<file path="src/rtl/fft_dac_pkg.sv">
// Shared types and defaults for the FFT/tone DAC slot scheduler.
// DAC_HOLD_LAST_EN (optional define) re-sends the last sample on empty slots.
package fft_dac_pkg;

    typedef enum logic [1:0] {
        S_IDLE,
        S_LOAD,
        S_WAIT_START,
        S_WAIT_DONE
    } state_t;

    localparam int RATE_DIV_DEF  = 1000;
    localparam int START_TMO_DEF = 4;

endpackage

</file>
<file path="src/rtl/fft_dac_rr_arb.sv">
// Two-way round-robin arbiter; the pointer moves only when a grant is taken.
module fft_dac_rr_arb
    import fft_dac_pkg::*;
(
    input  logic       iCLK,
    input  logic       iRESET,
    input  logic [1:0] req,
    input  logic       en,
    output logic [1:0] gnt
);

    logic prio_b;

    always_comb begin
        gnt = 2'b00;
        unique case (1'b1)
            (req == 2'b11): gnt = prio_b ? 2'b10 : 2'b01;
            (req == 2'b01): gnt = 2'b01;
            (req == 2'b10): gnt = 2'b10;
            default:        gnt = 2'b00;
        endcase
    end

    // prio_b clear means A wins a tie
    always_ff @(posedge iCLK or negedge iRESET) begin
        if (!iRESET) begin
            prio_b <= 1'b0;
        end else if (en && (gnt != 2'b00)) begin
            prio_b <= gnt[0];
        end
    end

endmodule

</file>
<file path="src/rtl/fft_dac_sched.sv">
// DAC slot scheduler: per-slot arbitration between FFT and tone sources.
// DAC_HOLD_LAST_EN: when defined, an empty slot re-sends the last sample.
module fft_dac_sched
    import fft_dac_pkg::*;
#(
    parameter int RATE_DIV  = RATE_DIV_DEF,
    parameter int START_TMO = START_TMO_DEF
) (
    input  logic        iCLK,
    input  logic        iRESET,
    input  logic        iA_VALID,
    input  logic [15:0] iA_DATA,
    output logic        oA_READY,
    input  logic        iB_VALID,
    input  logic [15:0] iB_DATA,
    output logic        oB_READY,
    output logic        oEN,
    output logic [15:0] oDATA,
    input  logic        iDAC_CS,
    output logic        oBUSY,
    output logic        oERR,
    output logic [7:0]  oOVR
);

    localparam logic [15:0] CNT_MAX  = 16'(RATE_DIV - 1);
    localparam logic [15:0] TMO_LAST = 16'(START_TMO - 1);
`ifdef DAC_HOLD_LAST_EN
    localparam bit HOLD_LAST = 1'b1;
`else
    localparam bit HOLD_LAST = 1'b0;
`endif

    state_t      state;
    logic [15:0] cnt;
    logic [15:0] tmo;
    logic        tick;
    logic        pend;
    logic        arb_en;
    logic [1:0]  gnt;

    assign arb_en   = (state == S_IDLE) && (tick || pend);
    assign oA_READY = arb_en & gnt[0];
    assign oB_READY = arb_en & gnt[1];

    fft_dac_rr_arb u_arb (
        .iCLK   (iCLK),
        .iRESET (iRESET),
        .req    ({iB_VALID, iA_VALID}),
        .en     (arb_en),
        .gnt    (gnt)
    );

    always_ff @(posedge iCLK or negedge iRESET) begin
        if (!iRESET) begin
            cnt  <= '0;
            tick <= 1'b0;
        end else begin
            tick <= (cnt == CNT_MAX);
            cnt  <= (cnt == CNT_MAX) ? '0 : cnt + 16'd1;
        end
    end

    always_ff @(posedge iCLK or negedge iRESET) begin
        if (!iRESET) begin
            state <= S_IDLE;
            pend  <= 1'b0;
            tmo   <= '0;
            oEN   <= 1'b0;
            oDATA <= '0;
            oBUSY <= 1'b0;
            oERR  <= 1'b0;
            oOVR  <= '0;
        end else begin
            oEN <= 1'b0;
            // a slot boundary while busy is deferred once, then counted as lost
            if (tick && (state != S_IDLE)) begin
                if (!pend)
                    pend <= 1'b1;
                else if (oOVR != 8'hFF)
                    oOVR <= oOVR + 8'd1;
            end
            unique case (state)
                S_IDLE: begin
                    if (tick || pend) begin
                        pend <= 1'b0;
                        if (gnt[0])
                            oDATA <= iA_DATA;
                        else if (gnt[1])
                            oDATA <= iB_DATA;
                        if ((gnt != 2'b00) || HOLD_LAST) begin
                            state <= S_LOAD;
                            oEN   <= 1'b1;
                            oBUSY <= 1'b1;
                        end
                    end
                end
                S_LOAD: begin
                    state <= S_WAIT_START;
                    tmo   <= '0;
                end
                S_WAIT_START: begin
                    if (!iDAC_CS) begin
                        state <= S_WAIT_DONE;
                    end else if (tmo == TMO_LAST) begin
                        oERR  <= 1'b1;
                        state <= S_IDLE;
                        oBUSY <= 1'b0;
                    end else begin
                        tmo <= tmo + 16'd1;
                    end
                end
                S_WAIT_DONE: begin
                    if (iDAC_CS) begin
                        state <= S_IDLE;
                        oBUSY <= 1'b0;
                    end
                end
                default: state <= S_IDLE;
            endcase
        end
    end

endmodule
</file>
<file path="config.mk">
export PLATFORM = sky130hd
export DESIGN_NAME = fft_dac_sched
export DESIGN_NICKNAME = d
export VERILOG_FILES = /design/src/rtl/fft_dac_pkg.sv /design/src/rtl/fft_dac_rr_arb.sv /design/src/rtl/fft_dac_sched.sv
export SDC_FILE = /design/constraint.sdc
export NUM_CORES = 1
export LEC_CHECK = 0
export CORE_AREA = 4 4 109 111
export CTS_BUF_LIST = sky130_fd_sc_hd__clkbuf_4
export CTS_CLUSTER_DIAMETER = 40
export DETAILED_ROUTE_END_ITERATION = 7
export DIE_AREA = 0 0 113 115
export SLEW_MARGIN = 20
export SYNTH_ARGS = -nofsm -noshare
export SYNTH_HDL_FRONTEND = slang
export SYNTH_HIERARCHICAL = 1
export SYNTH_SLANG_ARGS = --single-unit
export TNS_END_PERCENT = 10
</file>
<file path="constraint.sdc">
create_clock -name iCLK -period 1.8 [get_ports iCLK]
set_clock_uncertainty 0.2 [all_clocks]
set_input_delay 0.36 -clock iCLK [delete_from_list [all_inputs] [get_ports iCLK]]
set_output_delay 0.36 -clock iCLK [all_outputs]
set_load 0.02 [all_outputs]
</file>
# After elaboration in Yosys (flattened, before gate mapping)
# Cells that the tools add are included.
[totals]
register_bits = 64
inputBits = 37
output_inout_bits = 29
elab_cells = 73
[classes]
add_sub_neg = 3
n_eq_ne = 16
muxes = 26
bitwise_logic = 2
reduce_logical = 15
[op_table]
columns = ["operator", "n"]
rows = [
  ["$mux 16", 5],
  ["$add 16x1->16 const B", 2],
  ["$pmux 16 s2", 1],
  ["$eq 16x10->1 const B", 1],
  ["$eq 16x2->1 const B", 1],
  ["$mux 2", 6],
  ["$reduce_and 3->1", 4],
  ["$mux 1", 11],
  ["$add 8x1->8 const B", 1],
  ["$eq 2x2->1 const B", 4],
  ["$ne 2x2->1 const B", 4],
  ["$ne 8x8->1 const B", 1],
  ["$pmux 2 s4", 1],
  ["$pmux 2 s3", 1],
  ["$reduce_and 6->1", 1],
  ["$reduce_bool 2->1", 3],
  ["$eq 2x1->1 const B", 2],
  ["$ne 2x1->1 const B", 2],
  ["$reduce_and 4->1", 1],
  ["$logic_and 1x1->1", 3],
  ["$ne 3x3->1 const B", 1],
  ["$pmux 1 s3", 1],
  ["$reduce_bool 3->1", 1],
  ["$and 1x1->1", 2],
  ["other kinds (2)", 2],
]

# Logic depth before layout (Yosys ltp)
[logic_depth]
ltp_word = 6
depth_mapped = 7
ltp_nobuf = 5

# Modules after synthesis
# The synthesis kept the hierarchy.
[by_module_without_submodules]
columns = ["mod", "n_inst", "cells_per_inst", "area_each_um2", "seq_area_each_um2"]
rows = [
  ["fft_dac_sched", 1, 275, 3143.0, 1576.5],
  ["fft_dac_rr_arb", 1, 6, 55.1, 25.0],
]

# Least setup slack after synthesis
# No wires, ideal clock.
[synth_path]
kind = "reg2reg"
start = "register u_arb.prio_b"
end = "register oDATA[7]"
setup_time_ps = 125
arrival_ps = 1659
t_required_ps = 1475
setup_slack_ps = -183
stages_incl_launch_ff = 6
path_buffers = 2
period_less_slack_ps = 1983
path_cell_list = "dfrtp_1 > a21boi_0 > buf_4 > clkbuf_1 > mux2_2 > mux2_2"
[synth_between]
elab_chain_len = 4
word_cells_on_any_way = 5
cone_classes = "mux: 3; reduce/logical: 2"
[synth_rtl]
columns = ["element", "line_no", "text"]
rows = [
  ["start: declaration", "fft_dac_rr_arb.sv:12", "logic prio_b;"],
  ["start signal: assignment", "fft_dac_rr_arb.sv:29", "prio_b <= gnt[0];"],
  ["$mux 2 (*)", "fft_dac_rr_arb.sv:17", "(req == 2'b11): gnt = prio_b ? 2'b10 : 2'b01;"],
  ["$pmux 2 s3 (*)", "fft_dac_rr_arb.sv:16", "unique case (1'b1)"],
  ["net gnt[0]", "fft_dac_sched.sv:39", "logic [1:0] gnt;"],
  ["$reduce_bool 2->1 (no line)", "--", ""],
  ["$reduce_and 3->1 (no line)", "--", ""],
  ["end signal: assignment", "fft_dac_sched.sv:87", "oDATA <= iA_DATA;"],
  ["end signal: assignment", "fft_dac_sched.sv:89", "oDATA <= iB_DATA;"],
  ["end: declaration", "fft_dac_sched.sv:18", "output logic [15:0] oDATA,"],
]
# The timed path passes the listed nets; every way through them passes the cells marked *.
# A chain may end at the register's enable or synchronous reset.

# Final worst setup path
[layout_path]
start = "register state[0]"
end = "output port oB_READY"
[layout_between]
elab_chain_len = 3
[layout_rtl]
columns = ["element", "line_no", "text"]
rows = [
  ["start: declaration", "fft_dac_sched.sv:33", "state_t state;"],
  ["start signal: assignment", "fft_dac_sched.sv:65", "state <= S_IDLE;"],
  ["start signal: assignment", "fft_dac_sched.sv:91", "state <= S_LOAD;"],
  ["start signal: assignment", "fft_dac_sched.sv:98", "state <= S_WAIT_START;"],
  ["$logic_not 2->1", "fft_dac_sched.sv:41", "assign arb_en = (state == S_IDLE) && (tick || pend);"],
  ["$logic_and 1x1->1", "fft_dac_sched.sv:41", ""],
  ["net arb_en", "fft_dac_sched.sv:38", "logic arb_en;"],
  ["$and 1x1->1", "fft_dac_sched.sv:43", "assign oB_READY = arb_en & gnt[1];"],
  ["end: declaration", "fft_dac_sched.sv:16", "output logic oB_READY,"],
]
# The timed path passes the listed nets, and every way through them passes these cells.

==> impl_metrics.toml <==
[detailed_routing]
ant_nets = 0
wl_per_cell_um = 13.4
viasPerCell = 4.62
drt-total-wl_um = 7130
first_iter_violations = 108
drc = 0
routed-via-count = 2450
first_pass_iters = 5

[final_layout]
layout_commonest_cell = "dfrtp_1"
fill_cells = 1050
final_nets = 424
drive_above_1_share_pct = 29.6
syn_to_final_growth_pct = 40.6
final_cell_mix = "dfrtp_1 (62), clkdlybuf4s50_1 (35), buf_4 (33), mux2_2 (26), dlygate4sd2_1 (23)"
layoutNonFillerInstCount = 530

[sta]
drv_slew = 0
slew_headroom_pct = 72.6
hold_viol = 0
rsz0062_at_grt = "true"
setup_tns_ps = -2860
fin_crit_sh_pct = 114
setup_ws_ps = -245
fin_crit_ps = 2050
whs_ps = 260
worst_slew_pin_slew_ps = 411
setup_violations = 18
fmax_mhz = 489

[logic_synthesis]
synth_area_um2 = 3200
synth_top_flop_cell = "dfrtp_1"
ys_warn_count = 6
ys_async_sr_fraction_pct = 100
ys_ff_latch = 64
yosysSeqAreaShare_pct = 50.1
syn_area_per_cell_um2 = 11.4
synth-edff-count = 0
ys_types = 50
syn_nets = 321
syn_inst = 281

[grt]
grt_antenna_before_repair = 1
grt_start_max_net_pins = 65
grt.overflow.total = 0
grt_pass1_wl_um = 12000
grtUsageTotal_pct = 11.4
grt_pass1_vias = 2490

[pwr]
peakVddDrop_uv = 397
power_density_nw_per_um2 = 819
power.static_leakage_nw = 2.13

[floorplan]
core-area_um2 = 10800
die_height_um = 115
die_area_um2 = 13000
start_util_pct = 29.6
rows = 38
die_width_um = 113
io_pins = 66

[outcome]
outcome = "complete, but fails checks"
violations = "setup timing"

[setup_path]
critPathCaptureType = "primary output"
cp_top_family = "simple AND/OR/NAND/NOR gates"
critPathMaxFanout = 3
crit_chain = "or2_4 > nor2_4 > and2_4 > buf_6"
worst-path-buf-inv = 1
crit_slowest_cell = "dfrtp_1"
worstPathArrival_ps = 1490
max_stage_delay_ps = 390
worstSetupStartpointType = "flop"
critPathKind = "flop to primary output"
crit_required_ps = 1240

[clock_network]
htree_num_levels = 3
clock-root-buffer = "clkbuf_4"
cts_buffers = 9
cts_buffer_depth = 2
clkSinkCount = 64
clkLatencyLatePin_ps = 400
path_clk_slew_ps = 110
cts_tree = "done"

[place]
dp_cells = 507
io_buffers = 65
place_ws_ps = -616
gp_congestion = 0.813
dp_hpwl_um = 5080

[min_path]
hp-class = "flop to flop"

[job]
maxCapViolCount = 0
per-layer routing:
metal	track usage, %	up-vias	part of all wire, %
li1	-	1201	-
met1	14.8	1184	47
met2	17.6	57	46
met3	3.00	8	5.3
met4	5.85	0	1.5
met5	0	-	0
worst register-to-register path: cells and delay by family (launching register included):
family	cells	cell delay (ps)
buf+inv	3	400
mux	1	290
simple gates	2	410
compound gates	1	170
flops	1	390
registers in the layout, indices dropped and copies added, names as in the netlist, 2 cells and up:
name	count
oOVR	8
cnt	16
tmo	16
state	2
oDATA	16
power breakdown:
part / switching [mW] / internal, mW / leakage (nW) / total (mW)
Combinational: 0.339 / 0.352 / 1.15 / 0.691
Sequential: 0.0665 / 1.52 / 0.866 / 1.58
Clock: 0.558 / 0.848 / 0.111 / 1.41
kinds of logic after synthesis:
logic type / count (synthesis) / synth area share [%]
mux: 41 / 14.9
flops: 64 / 50.1
fa+ha+maj: 3 / 1.17
compound gates: 22 / 5.20
xor+xnor: 23 / 6.30
buf+inv: 20 / 3.99
simple gates: 108 / 18.3
synthesized netlist by cell type (3+ instances only):
cell | count | share of area [%]
dfrtp_1 | 64 | 50
mux2_2 | 26 | 9.2
nand2_1 | 22 | 2.6
nor2_1 | 22 | 2.6
nand3_1 | 14 | 2.2
xnor2_1 | 13 | 3.6
nand4_1 | 10 | 2.0
xor2_1 | 10 | 2.7
inv_1 | 8 | 0.94
mux2i_1 | 8 | 2.5
nor4_1 | 8 | 1.6
mux2_4 | 7 | 3.3
nor3_1 | 7 | 1.1
a21oi_1 | 5 | 0.78
buf_2 | 4 | 0.63
and3_1 | 3 | 0.59
and4_1 | 3 | 0.82
clkbuf_1 | 3 | 0.35
ha_1 | 3 | 1.2
nor3_2 | 3 | 0.94
o21ai_0 | 3 | 0.47
or3_1 | 3 | 0.59
through the flow:
step / utilization [%] / total power, mW / instance area, µm²
floorplan: - / 1.98 / 3200
global placement: 38.9 / 2.26 / 4200
detailed placement: 38.9 / 2.28 / 4200
CTS: 41.0 / 3.72 / 4430
global route: 41.7 / 3.89 / 4500
finish: 41.7 / 3.68 / 4500
layout make-up:
type | instances | area (µm²) | share of cell area [%]
sequential | 64 | 1600 | 35.7
multi-input combinational | 197 | 1510 | 33.6
timing repair buffer | 104 | 961 | 21.4
tap | 140 | 175 | 3.90
clock inverter | 7 | 143 | 3.17
clock buffer | 9 | 67.6 | 1.50
inverter | 8 | 30.0 | 0.668
antenna | 1 | 2.50 | 0.0557
final timing paths:
check | start | to | slack [ps] | cells after the start
worst max-delay path | state[0] | oB_READY | -250 | 4
worst min-delay path | cnt[0] | cnt[0] | 260 | 1
worst max register to register | state[0] | oDATA[14] | -170 | 7
worst min register to register | cnt[0] | cnt[0] | 260 | 1
max in group asynchronous | iRESET | cnt[4] | 800 | 3
min in group asynchronous | iRESET | oOVR[5] | 280 | 3
repair_timing:
item                                    in CTS  in global routing
setup buffers                                2                  2
gates resized for setup                     48                 10
hold buffers                                 1                  0
pin swaps                                    4                  3
gates cloned                                 0                  1
endpoints found under the hold margin       64                  0
endpoints found under the setup margin      46                 30
Note: power is estimated with default switching activity, not from simulation.
